$ cat src/rtl/adc_reader.sv
// Periodic serial ADC reader: a free-running period counter launches one
// 16-SCLK conversion frame and publishes the 10-bit result with a newSample flag.
module adc_reader #(
  parameter int CLK_DIV       = 25,
  parameter int SAMPLE_PERIOD = 1250
) (
  input  logic       clk,
  input  logic       reset,
  input  logic       enable,
  input  logic       channel,
  input  logic       adcMiso,
  output logic       adcSclk,
  output logic       adcMosi,
  output logic       adcCs,
  output logic [9:0] sampleVoltage,
  output logic       newSample
);

  // state | meaning
  // IDLE  | chip select high, waiting for a period tick with enable set
  // SHIFT | frame in progress, 16 SCLK periods of H low + H high cycles
  localparam logic [0:0] IDLE  = 1'b0;
  localparam logic [0:0] SHIFT = 1'b1;

  localparam int              PW          = (SAMPLE_PERIOD > 2) ? $clog2(SAMPLE_PERIOD) : 1;
  localparam logic [PW-1:0]   PERIOD_LAST = PW'(SAMPLE_PERIOD - 1);
  localparam logic [7:0]      HALF_LOAD   = 8'(CLK_DIV - 1);
  localparam logic [3:0]      LAST_BIT    = 4'd15;
  localparam logic [3:0]      FIRST_DATA  = 4'd6;

  logic [PW-1:0] period_cnt;
  logic          tick;
  logic [0:0]    state;
  logic [7:0]    half_cnt;
  logic [3:0]    bit_idx;
  logic          ch_lat;
  logic [9:0]    shift_reg;
  logic          load_done;

  // Command word: start, single-ended, channel, MSB-first, then zeros.
  function automatic logic mosi_bit(input logic [3:0] k, input logic ch);
    logic b;
    case (k)
      4'd0, 4'd1, 4'd3: b = 1'b1;
      4'd2:             b = ch;
      default:          b = 1'b0;
    endcase
    return b;
  endfunction

  always_ff @(posedge clk or negedge reset) begin
    if (!reset) begin
      period_cnt <= '0;
    end else if (period_cnt == PERIOD_LAST) begin
      period_cnt <= '0;
    end else begin
      period_cnt <= period_cnt + 1'b1;
    end
  end

  assign tick = (period_cnt == '0);

  always_ff @(posedge clk or negedge reset) begin
    if (!reset) begin
      state         <= IDLE;
      adcCs         <= 1'b1;
      adcSclk       <= 1'b0;
      adcMosi       <= 1'b0;
      sampleVoltage <= '0;
      newSample     <= 1'b0;
      half_cnt      <= '0;
      bit_idx       <= '0;
      ch_lat        <= 1'b0;
      shift_reg     <= '0;
      load_done     <= 1'b0;
    end else begin
      load_done <= 1'b0;
      case (state)
        IDLE: begin
          if (tick && enable) begin
            state     <= SHIFT;
            adcCs     <= 1'b0;
            adcSclk   <= 1'b0;
            adcMosi   <= mosi_bit(4'd0, channel);
            ch_lat    <= channel;
            half_cnt  <= HALF_LOAD;
            bit_idx   <= '0;
            shift_reg <= '0;
            newSample <= 1'b0;
          end else if (load_done) begin
            newSample <= 1'b1;
          end
        end
        SHIFT: begin
          // Ticks arriving here are deliberately ignored; the frame always runs to the end.
          if (half_cnt != 8'd0) begin
            half_cnt <= half_cnt - 8'd1;
          end else begin
            half_cnt <= HALF_LOAD;
            if (!adcSclk) begin
              adcSclk <= 1'b1;
              if (bit_idx >= FIRST_DATA) begin
                shift_reg <= {shift_reg[8:0], adcMiso};
              end
            end else begin
              adcSclk <= 1'b0;
              if (bit_idx == LAST_BIT) begin
                state         <= IDLE;
                adcCs         <= 1'b1;
                adcMosi       <= 1'b0;
                sampleVoltage <= shift_reg;
                load_done     <= 1'b1;
              end else begin
                bit_idx <= bit_idx + 4'd1;
                adcMosi <= mosi_bit(bit_idx + 4'd1, ch_lat);
              end
            end
          end
        end
        default: begin
          state <= IDLE;
          adcCs <= 1'b1;
        end
      endcase
    end
  end

endmodule
$ cat config.mk
export PLATFORM = sky130hd
export DESIGN_NAME = adc_reader
export DESIGN_NICKNAME = d
export VERILOG_FILES = /design/src/rtl/adc_reader.sv
export SDC_FILE = /design/constraint.sdc
export NUM_CORES = 1
export LEC_CHECK = 0
export CAP_MARGIN = 20
export CORE_UTILIZATION = 58
export DETAILED_ROUTE_END_ITERATION = 10
export PLACE_DENSITY = 0.85
export SLEW_MARGIN = 20
export SYNTH_ARGS = -nofsm -noshare
export SYNTH_HDL_FRONTEND = slang
export SYNTH_SLANG_ARGS = --single-unit
$ cat constraint.sdc
create_clock -name clk -period 3.25 [get_ports clk]
set_clock_uncertainty 0.15 [all_clocks]
set_input_delay 0.65 -clock clk [delete_from_list [all_inputs] [get_ports clk]]
set_output_delay 0.65 -clock clk [all_outputs]
set_load 0.1 [all_outputs]
After elaboration in Yosys (flattened, before gate mapping)
Index checks and enable logic that the tools add are counted.

word-level totals
  bits in registers = 50
  bits in latches = 0
  bits in writable memories = 0
  bits in read-only memories = 0
  input bits = 5
  word-level logic and storage cells = 83
  memories = 0

operators by class
  add/sub/neg operators = 3
  multiply operators = 0
  divide/modulo/power cells = 0
  magnitude comparators = 1
  eq/ne operators = 12
  shifts and indexed selects = 0
  muxes and demuxes = 39
  bitwise operators = 2
  reductions and logical operators = 14

operator list
  operator                                               count
  two-way mux 10 bit                                     4
  two-way mux 1 bit                                      20
  case mux 10 bit (2 select lines)                       1
  two-way mux 4 bit                                      4
  two-way mux 8 bit                                      2
  case mux 8 bit (2 select lines)                        1
  AND reduction 4 bit                                    4
  adder 11 x 1 -> 11 bit, second input constant          1
  == test 11 bit, second input constant                  1
  zero test 11 bit                                       1
  two-way mux 11 bit                                     1
  inequality test 2 bit, second input constant           5
  case mux 1 bit (2 select lines)                        5
  == test 4 x 2 -> 1 bit, second input constant          2
  case mux 4 bit (2 select lines)                        1
  nonzero test 8 bit                                     1
  subtractor 8 x 1 -> 8 bit, second input constant       1
  AND reduction 2 bit                                    3
  adder 4 x 1 -> 4 bit, second input constant            1
  == test 4 x 1 -> 1 bit, second input constant          1
  == test 4 bit, second input constant                   1
  >= comparator 4 x 3 -> 1 bit, second input constant    1
  zero test 4 bit                                        1
  inequality test 2 x 1 -> 1 bit, second input constant  2
  other kinds (5)                                        6

Longest topological paths before layout
  depth in word-level cells = 8
  mapped depth = 8
  gate-level depth less buffers = 6

Worst setup path before layout
No wires, ideal clock.

  path type = flip-flop to flip-flop
  start = register adcSclk
  end = register bit_idx[3]
  library setup time = 0.143 ns
  data arrival time = 2.145 ns
  slack = 0.812 ns
  cell stages (with the launch flop) = 6
  period minus slack after synthesis = 2.438 ns
  cells stage by stage = dfrtp_1 > or4bb_1 > or3_1 > buf_2 > nor4_1 > nor3_1

between the ends
  longest elaborated chain between the ends = 2

ends and longest elaborated chain
  what                                    line  RTL
  start, declared                         12    output logic adcSclk,
  start signal, assigned                  67    adcSclk <= 1'b0;
  start signal, assigned                  83    adcSclk <= 1'b0;
  start signal, assigned                  101   adcSclk <= 1'b1;
  inequality test 2 bit (no source line)  -
  AND reduction 4 bit (no source line)    -
  end signal, assigned                    114   bit_idx <= bit_idx + 4'd1;
  end, declared                           35    logic [3:0] bit_idx;

Every way passes these cells.
A chain may end at the register's enable or synchronous reset.

Worst setup path after layout
  start = register half_cnt[0]
  end = register shift_reg[2]

between the ends
  longest elaborated chain between the ends = 3

ends and longest elaborated chain
  what                                    line  RTL
  start, declared                         34    logic [7:0] half_cnt;
  start signal, assigned                  97    half_cnt <= half_cnt - 8'd1;
  nonzero test 8 bit                      96    if (half_cnt != 8'd0) begin
  inequality test 2 bit (no source line)  -
  AND reduction 4 bit (no source line)    -
  end signal, assigned                    103   shift_reg <= {shift_reg[8:0], adcMiso};
  end, declared                           37    logic [9:0] shift_reg;

Every way passes these cells.

==> flow_metrics.env <==
export IMPL_status="finished clean"
export IMPL_finalSetupViolations=0
export IMPL_start_util_pct=61.3
export IMPL_synth_edff_count=0
export IMPL_gp_congestion=0.842
export IMPL_synthTopCellsByArea="dfrtp_1 49%, ha_1 5.0%, mux2_2 4.9%"
export IMPL_syn2layout_area_growth_pct=12.8
export IMPL_die_area_sq_mm=0.00459
export IMPL_nNetsFinal=273
export IMPL_antennaDiodeCount=0
export IMPL_setup_tns_ns=0
export IMPL_hold_class="in -> async"
export IMPL_drt_iter0_markers=167
export IMPL_p_switching_uw=405
export IMPL_clock_path_buffers=2
export IMPL_drc=0
export IMPL_power_mw=1.50
export IMPL_gr_usage_all_layers_pct=23.1
export IMPL_final_common_cell="dfrtp_1"
export IMPL_critPathBufInv=2
export IMPL_whs_ns=0.163
export IMPL_drt_pass1_iter_count=4
export IMPL_drt_total_wl_microns=4530
export IMPL_ys_warn_count=0
export IMPL_path_delay_family="simple AND/OR/NAND/NOR gates"
export IMPL_ir_drop_mv=0.400
export IMPL_cts_made_buffers=5
export IMPL_seq_area_frac_synth_pct=50.0
export IMPL_final_cell_mix="49 x dfrtp_1, 30 x nand2_1, 19 x nor2_1"
export IMPL_async_flop_share_pct=100
export IMPL_cts_num_sinks=50
export IMPL_cap_violations=0
export IMPL_ctsRootBufferMaster="clkbuf_8"
export IMPL_ios=19
export IMPL_n_fill_cell=318
export IMPL_fp_coreArea_sq_mm=0.00409
export IMPL_crit_slowest_cell="or4b_1"
export IMPL_slew_violations=0
export IMPL_synthesis_area_sq_mm=0.00250
export IMPL_io_buffers=18
export IMPL_first_global_vias=1787
export IMPL_worst_path_max_fanout=10
export IMPL_cts_hold_buf=0
export IMPL_post_route_period_util_pct=80.3
export IMPL_p_int_mw=1.09
export IMPL_insertion_delay_ns=0.31
export IMPL_start_kind="register"
export IMPL_max_freq_mhz=383
export IMPL_wl_per_cell_microns=14.7
export IMPL_die_width_microns=67.7
export IMPL_syn_inst=239
export IMPL_comb_power_share_pct=14.4
export IMPL_antenna_found_initial=0
export IMPL_synth_top_area_share_pct=49.0
export IMPL_p_leak_nw=1.38
export IMPL_vias=1802
export IMPL_critical_path_required_ns=3.33
export IMPL_dp_hpwl_microns=3180
export IMPL_post_cts_buffers=0
export IMPL_pwr_share_clk_pct=35.5
export IMPL_grt_first_pass_wirelength_microns=7710
export IMPL_cts_resized_gates=0
export IMPL_fp_row_count=23
export IMPL_timing_setup_critical_path_class="reg -> reg"
export IMPL_regArea_sq_mm=0.00125
export IMPL_cpPeakStageDelay_ns=0.61
export IMPL_hold_violations=0
export IMPL_drt_vias_per_instance=5.83
export IMPL_postRouteAntennaNets=0
export IMPL_crit_chain="inv_1 > ha_1 > or4b_1 > nor4_1 > buf_4 > a21o_1 > mux2i_1"
export IMPL_overflow=0
export IMPL_clk_pin_slew_ns=0.09
export IMPL_syn_avg_cell_area_sq_um=10.5
export IMPL_grt_max_degree=27
export IMPL_layout_drive_gt1_share_pct=18.1
export IMPL_synthDistinctLibCells=47
export IMPL_p_sw_share_pct=27.1
export IMPL_power_density_mw_per_mm2=530
export IMPL_rsz0062_at_grt="no"
export IMPL_synth_largest_area_cell="dfrtp_1"
export IMPL_htreeDepth=2
export IMPL_seq_power_share_pct=50.1
export IMPL_timing_final_crit_period_ns=2.61
export IMPL_tightest_slew_ns=0.842
export IMPL_cts_tree="done"
export IMPL_largest_reg_flops=11
export IMPL_ys_ff_latch=50
export IMPL_crit_arrival_ns=2.69
export IMPL_max_slew_margin_rel_pct=43.4
export IMPL_multiInputGateArea_sq_mm=0.00113
export IMPL_synth_main_ff_cell="dfrtp_1"
export IMPL_end_kind="register"
export IMPL_syn_num_nets=254
export IMPL_die_y_microns=67.7
## synth_stat cells, drive strengths merged, types with 2 or more instances
cell / count
a21o: 2
nor4: 5
a31oi: 3
or4: 2
mux2i: 10
buf: 5
nand3: 13
and3: 3
a21oi: 3
o41a: 2
o21a: 3
ha: 10
inv: 18
nor3: 6
nand2b: 2
o21ai: 8
nor2: 19
or4b: 2
mux2: 11
xor2: 3
nand2: 31
o2111ai: 2
clkbuf: 5
dfrtp: 49
xnor2: 8
## routing by layer
| layer | vias up | part of all wire [%] | track usage [%] |
|---|---|---|---|
| met4 | 0 | 2.1 | 10.9 |
| met3 | 8 | 3.9 | 5.74 |
| met2 | 47 | 49 | 37.6 |
| met1 | 885 | 45 | 28.5 |
| li1 | 862 | - | - |
| met5 | - | 0 | 0 |
## power by group through the flow
stage               Sequential, mW  Clock [mW]  Combinational (mW)
floorplan                    0.755           0               0.160
global placement             0.757           0               0.207
detailed placement           0.760           0               0.214
CTS                          0.748       0.545               0.216
global route                 0.761       0.569               0.243
finish                       0.750       0.531               0.215
## path summary, 6_finish.rpt
kind                                  start           end  slack [ns]  cells past startpoint
min in group clk                     ch_lat        ch_lat        0.34                      2
worst max register to register  half_cnt[0]  shift_reg[2]        0.64                      7
worst min register to register       ch_lat        ch_lat        0.34                      2
worst min-delay path                  reset        ch_lat        0.16                      1
worst max-delay path            half_cnt[0]  shift_reg[2]        0.64                      7
max in group asynchronous             reset         adcCs        2.01                      2
## area by class of cell
| type | count | area share, % |
|---|---|---|
| Tap cell | 50 | 2.21 |
| Multi-Input combinational cell | 161 | 40.0 |
| Timing Repair Buffer | 22 | 6.02 |
| Inverter | 18 | 2.39 |
| Clock inverter | 2 | 2.12 |
| Sequential cell | 50 | 44.3 |
| Clock buffer | 6 | 2.92 |
## cell families (layout without fill, tap and decap cells)
group                      after synthesis  count (layout)  share of synthesized area (%)
buffers and inverters                   28              48                           4.84
and+or+nand+nor                         89              89                           18.2
adders and majority gates               10              10                           5.00
AOI/OAI and AO/OA                       30              30                           9.19
DFF                                     50              50                           50.0
muxes                                   21              21                           8.94
xor gates and xnor gates                11              11                           3.85
## metrics by stage
stage,utilization (%),instances,worst slack [ns],area (sq um)
after global routing,69.2,309,0.420,2830
after CTS,69.2,309,0.626,2830
after detailed placement,65.7,301,0.451,2680
after floorplan,-,239,0.812,2500
after global placement,65.7,301,0.557,2680
final,69.2,309,0.641,2830
Note: power is estimated with default switching activity, not from simulation.
